$ cat src/rtl/ram_access_ctrl.sv
// ram_access_ctrl
//   Sits between the core's single-cycle RAM port and a wait-stated data
//   SRAM/bus. Converts load/store requests into a req/ready handshake, stalls
//   the core until each access completes, generates byte enables and
//   lane-replicated store data, rejects misaligned stores and aborts accesses
//   that the bus never completes.
//
// Ports
//   clk, rst_sync             core clock, synchronous active-high reset
//   access_ram_*              core request side (read/write levels, width,
//                             byte addresses, right-aligned store data) and
//                             load data back to the core
//   mem_stall                 stall request to CoreCtrl
//   mem_req/we/addr/be/wdata  bus request fields (word address)
//   mem_ready/mem_rdata       bus completion strobe and read data
//   err_clr                   clears the sticky error flags
//   err_misalign/err_timeout  sticky error flags
module ram_access_ctrl #(
    parameter int unsigned TIMEOUT_CYCLES = 255,
    parameter logic [31:0] ERR_RDATA      = 32'h0000_0000
) (
    input  logic        clk,
    input  logic        rst_sync,
    input  logic        access_ram_read,
    input  logic        access_ram_write,
    input  logic [1:0]  access_ram_write_width,
    input  logic [31:0] access_ram_raddr,
    input  logic [31:0] access_ram_waddr,
    input  logic [31:0] access_ram_wdata,
    output logic [31:0] access_ram_rdata,
    output logic        mem_stall,
    output logic        mem_req,
    output logic        mem_we,
    output logic [31:0] mem_addr,
    output logic [3:0]  mem_be,
    output logic [31:0] mem_wdata,
    input  logic        mem_ready,
    input  logic [31:0] mem_rdata,
    input  logic        err_clr,
    output logic        err_misalign,
    output logic        err_timeout
);

    typedef enum logic [1:0] {IDLE, WAIT, DONE} state_t;

    localparam logic [15:0] WD_LAST = 16'(TIMEOUT_CYCLES - 1);

    state_t      state;
    logic [15:0] wd_cnt;

    // Store decode: byte enables, replicated lanes, alignment check.
    logic [1:0]  wlow;
    logic        st_bad;
    logic [3:0]  st_be;
    logic [31:0] st_wdata;

    assign wlow = access_ram_waddr[1:0];

    always_comb begin
        st_bad   = 1'b0;
        st_be    = 4'b1111;
        st_wdata = access_ram_wdata;
        case (access_ram_write_width)
            2'b00: begin
                st_be    = 4'b0001 << wlow;
                st_wdata = {4{access_ram_wdata[7:0]}};
            end
            2'b01: begin
                st_be    = wlow[1] ? 4'b1100 : 4'b0011;
                st_wdata = {2{access_ram_wdata[15:0]}};
                st_bad   = wlow[0];
            end
            2'b10:   st_bad = |wlow;
            default: st_bad = 1'b1;
        endcase
    end

    // In DONE the request still held by the core belongs to the instruction
    // just served, so it must not stall again.
    assign mem_stall = ((state == IDLE) && (access_ram_read || access_ram_write))
                     || (state == WAIT);

    always_ff @(posedge clk) begin
        if (rst_sync) begin
            state            <= IDLE;
            wd_cnt           <= '0;
            mem_req          <= 1'b0;
            mem_we           <= 1'b0;
            mem_addr         <= '0;
            mem_be           <= '0;
            mem_wdata        <= '0;
            access_ram_rdata <= '0;
            err_misalign     <= 1'b0;
            err_timeout      <= 1'b0;
        end else begin
            // Clear first; a set later in this block takes priority.
            if (err_clr) begin
                err_misalign <= 1'b0;
                err_timeout  <= 1'b0;
            end

            case (state)
                IDLE: begin
                    // Write wins when both are requested; the read is dropped.
                    if (access_ram_write) begin
                        if (st_bad) begin
                            err_misalign <= 1'b1;
                            state        <= DONE;
                        end else begin
                            mem_req   <= 1'b1;
                            mem_we    <= 1'b1;
                            mem_addr  <= {access_ram_waddr[31:2], 2'b00};
                            mem_be    <= st_be;
                            mem_wdata <= st_wdata;
                            wd_cnt    <= '0;
                            state     <= WAIT;
                        end
                    end else if (access_ram_read) begin
                        mem_req   <= 1'b1;
                        mem_we    <= 1'b0;
                        mem_addr  <= {access_ram_raddr[31:2], 2'b00};
                        mem_be    <= 4'b1111;
                        mem_wdata <= '0;
                        wd_cnt    <= '0;
                        state     <= WAIT;
                    end
                end
                WAIT: begin
                    // Ready in the expiry cycle still counts as success.
                    if (mem_ready) begin
                        mem_req <= 1'b0;
                        if (!mem_we) access_ram_rdata <= mem_rdata;
                        state <= DONE;
                    end else if (wd_cnt == WD_LAST) begin
                        mem_req     <= 1'b0;
                        err_timeout <= 1'b1;
                        if (!mem_we) access_ram_rdata <= ERR_RDATA;
                        state <= DONE;
                    end else begin
                        wd_cnt <= wd_cnt + 16'd1;
                    end
                end
                DONE:    state <= IDLE;
                default: state <= IDLE;
            endcase
        end
    end

endmodule

$ cat config.mk
export PLATFORM = sky130hd
export DESIGN_NAME = ram_access_ctrl
export DESIGN_NICKNAME = d
export VERILOG_FILES = /design/src/rtl/ram_access_ctrl.sv
export SDC_FILE = /design/constraint.sdc
export NUM_CORES = 1
export LEC_CHECK = 0
export CAP_MARGIN = 20
export CORE_ASPECT_RATIO = 0.8
export CORE_MARGIN = 2
export CORE_UTILIZATION = 45
export DETAILED_ROUTE_END_ITERATION = 10
export PLACE_DENSITY = 0.83
export SLEW_MARGIN = 20
export SYNTH_ARGS = -nofsm -noshare
export SYNTH_HDL_FRONTEND = slang
export SYNTH_SLANG_ARGS = --single-unit
export TNS_END_PERCENT = 1
$ cat constraint.sdc
create_clock -name clk -period 2.73 [get_ports clk]
set_input_delay 0.4095 -clock clk [delete_from_list [all_inputs] [get_ports clk]]
set_output_delay 0.4095 -clock clk [all_outputs]
set_load 0.02 [all_outputs]
==> metrics.md <==
| Metric | Value |
|---|---|
| Outcome | finished clean |
| Clock skew | 0.006223 ns |
| PD cells | 638.1 nW/µm² |
| Seq cells post-synth | 120 |
| Leakage | 3.085 nW |
| Placer congestion estimate | 0.8904 |
| Starting Density | 0.4607 |
| Root Driver | clkbuf_16 |
| Share of cells above drive strength 1 | 0.1039 |
| Unrepaired setup endpoints after global routing | no |
| R2R cell count | 5 |
| RR Endpoint | wd_cnt[14]$_SDFFE_PP0P_ |
| Fin crit share | 0.7878 |
| Metal3 WL | 1.433 mm |
| CP startpoint kind | input pin |
| Met2 wire length | 7.918 mm |
| Cell Count, Final, Fillers Out | 976 |
| Vias in the first global route | 5163 |
| Placed cell count | 944 |
| Worst setup margin | 0.5792 ns |
| Post-synth EDFFs | 0 |
| Cell depth of the worst setup path | 4 |
| Synth cell types | 47 |
| Finish-stage setup viols | 0 |
| Yosys top cell by area | dfxtp_1 |
| Die Wd | 125.2 µm |
| Top FF cell, synth | dfxtp_1 |
| Final setup TNS | 0 ns |
| Critical path peak fanout | 2 |
| Met1 wire length | 6.542 mm |
| CP max stage delay | 0.65 ns |
| Worst Setup EP | mem_stall |
| Critical path startpoint | access_ram_read |
| Violation count after the first detailed-route iteration | 304 |
| Rows | 35 |
| Congestion Overflow GR | 0 |
| DP HPWL | 11.44 mm |
| Max-slew violations | 0 |
| Critical path's top delay family | buffers and inverters |
| Total GRT Usage | 0.2514 |
| HP Class | flip-flop to flip-flop |
| Clock sink count | 120 |
| Critical Path Most Common Cell | clkdlybuf4s50_1 |
| N_diodes | 0 |
| DR top layer | met4 |
| Critical path cell sequence | clkdlybuf4s50_1 > nor3_1 > nor2_1 > clkdlybuf4s50_1 |
| Buf/Inv on CP | 2 |
| Die area | 12640 µm² |
| Crit path max-delay cell type | clkdlybuf4s50_1 |
| Critical path class | input pin to output port |
| Hold Slack | 0.4804 ns |
| Reg clk slew, reported paths | 0.05 ns |
| Total number of vias | 5295 |
| IO Port Bufs | 236 |
| Clk Latency, worst-skew pair | 0.41 ns |
| Area delta synth->final | 57.70% |
| Post-CTS sizing | 0 |
| VDD IR max | 0.0004549 V |
| Synth top area share | 0.4544 |
| Number of max-cap violations | 0 |
| Sequential cell area | 2402 µm² |
| DIE HEIGHT | 100.9 µm |
| Synth area leaders | dfxtp_1 45%, mux2i_1 7.4%, nor2_1 5.7% |
| Syn Inst Count | 595 |
| Area of the multi-input gates | 2651 µm² |
| Syn Area/Cell | 8.885 µm² |
| Cts bufs inserted | 17 |
| Yosys warnings | 0 |
| Slew headroom | 0.5669 |
| Post-CTS Setup Bufs | 0 |
| Wire per inst | 16.63 µm |
| Initial antenna violation count | 0 |
| R2r setup slk | 0.69 ns |
| Drt drc | 0 |
| Final Hold Viols | 0 |
| Hold_buf cts | 0 |
| Worst slew pin tran | 0.6497 ns |
| Critical Path Sink Type | output port |
| CTS H-tree depth | 4 |
| Clk buf depth | 2 |
| Worst reg2reg startpoint | wd_cnt[8]$_SDFFE_PP0P_ |
| Synth async-reset ratio | 0 |
| I/O Pins | 241 |
| Max Clk Rate | 0.4649 GHz |
| DR vias/cell | 5.425 |
| Post-DRT Antenna Nets | 0 |
| Crit path DAT | 1.74 ns |
| Setup WS pre-CTS | 0.2493 ns |
| Largest net degree at the start of global routing | 71 |
| Routed Wire Length | 16.23 mm |
| Nets@finish | 953 |
| Sequential fraction of the synthesis area | 0.4544 |
| Mapped Area | 5286 µm² |
| Core Box Area | 11470 µm² |
| Layout fillers | 800 |
| First-pass GRT wire length | 25.66 mm |
| CTS tree | yes |
| Tmin final | 2.151 ns |
| Worst endpoint required time | 2.32 ns |
| First-pass DRT Iterations | 4 |
## stage by stage
stage	utilization	cell area, µm²	total power, mW
finish	0.7266	8337	5.319
global route	0.7266	8337	5.526
CTS	0.7266	8337	5.344
detailed placement	0.6751	7746	3.141
global placement	0.6751	7746	3.108
floorplan	-	5290	2.570
## worst min-delay path by stage
stage	startpoint	endpoint	slack (ns)	cells past startpoint
after floorplan	wd_cnt[14]$_SDFFE_PP0P_	wd_cnt[14]$_SDFFE_PP0P_	0.45	1
after global placement	access_ram_rdata[12]$_SDFFE_PP0P_	access_ram_rdata[12]$_SDFFE_PP0P_	0.46	2
after detailed placement	err_timeout$_SDFF_PP0_	err_timeout$_SDFF_PP0_	0.47	2
after CTS	access_ram_rdata[15]$_SDFFE_PP0P_	access_ram_rdata[15]$_SDFFE_PP0P_	0.48	2
after global routing	access_ram_rdata[2]$_SDFFE_PP0P_	access_ram_rdata[2]$_SDFFE_PP0P_	0.49	2
final	access_ram_rdata[15]$_SDFFE_PP0P_	access_ram_rdata[15]$_SDFFE_PP0P_	0.48	2
## per-layer routing
metal / GRT usage / up-vias
met4: 0.08974 / 0
met2: 0.4289 / 220
met1: 0.2913 / 2479
met3: 0.09607 / 25
met5: 0 / -
li1: - / 2571
## where the power goes
| part | total (mW) | switching, mW | internal [mW] | leakage, nW |
|---|---|---|---|---|
| combinational | 1.16 | 0.589 | 0.567 | 1.83 |
| clock | 2.21 | 0.837 | 1.37 | 0.275 |
| sequential | 1.96 | 0.0730 | 1.88 | 0.981 |
| total | 5.32 | 1.50 | 3.82 | 3.08 |
## cell families (layout without fill, tap and decap cells)
| group | count (synthesis) | count (layout) | synth area share |
|---|---|---|---|
| flops | 120 | 120 | 0.4544 |
| mux | 55 | 55 | 0.1079 |
| simple gates | 185 | 185 | 0.1600 |
| fa+ha+maj | 2 | 2 | 0.004733 |
| buf+inv | 55 | 287 | 0.04544 |
| xor+xnor | 2 | 2 | 0.003314 |
| compound gates | 175 | 175 | 0.2234 |
| other cells | 1 | 2 | 0.0007094 |
## worst register-to-register path: stages (launching register included)
cell,delay [ns]
dfxtp_1,0.37
nor4_2,0.37
and4_4,0.35
a21boi_4,0.07
or3_1,0.55
a31oi_2,0.26
## cells in the mapped netlist, types with 2 or more instances
cell      count
nor2b_1       4
buf_4         3
ha_1          2
nand3_1       8
dfxtp_1     120
o21a_1        2
clkbuf_1     33
a31oi_1       9
nand2b_1      9
nor3_1        5
a31oi_2       9
o21ai_1       4
and3_1        9
buf_1         2
inv_1         4
nor2_1       80
or3_1         6
mux2_2       16
nor3_2        2
xnor2_1       2
and2_1        3
mux2i_1      39
a211oi_1     34
a22oi_1      32
nand2_1      49
o21ai_0      38
nand4_1       4
a21oi_1      37
buf_2        12
## flip-flops by register name (all words and copies together), names as in the netlist
register,flops
access_ram_rdata,32
err_misalign,1
err_timeout,1
mem_addr,30
mem_be,4
mem_req,1
mem_wdata,32
mem_we,1
state,2
wd_cnt,16
## area by class of cell
| type | count | area share |
|---|---|---|
| multi-input cells | 421 | 0.3180 |
| repair buffers | 251 | 0.2990 |
| flip-flops and latches | 120 | 0.2882 |
| clock buffers | 18 | 0.05268 |
| well taps | 148 | 0.02221 |
| clock inverters | 14 | 0.01816 |
| inverters | 4 | 0.001801 |
## cells in the final DEF (no fill, tap or decap), types with 2 or more instances in the layout
| master | n |
|---|---|
| clkdlybuf4s50_1 | 234 |
| clkinv_2 | 2 |
| clkbuf_16 | 17 |
| clkinvlp_4 | 5 |
| mux2i_1 | 39 |
| nand4_1 | 4 |
| inv_1 | 4 |
| buf_4 | 14 |
| conb_1 | 2 |
| mux2_2 | 16 |
| o21a_1 | 2 |
| a31oi_2 | 9 |
| nand3_1 | 8 |
| nor3_2 | 2 |
| nor2b_1 | 4 |
| a21oi_1 | 37 |
| dfxtp_1 | 120 |
| ha_1 | 2 |
| xnor2_1 | 2 |
| nor3_1 | 5 |
| nor2_1 | 79 |
| o21ai_0 | 38 |
| or3_1 | 6 |
| a31oi_1 | 9 |
| bufinv_16 | 2 |
| a22oi_1 | 32 |
| and3_1 | 9 |
| nand2b_1 | 9 |
| o21ai_1 | 4 |
| clkinv_4 | 4 |
| buf_12 | 2 |
| a211oi_1 | 34 |
| nand2_1 | 49 |
| and2_1 | 2 |
Note: power is estimated with default switching activity, not from simulation.
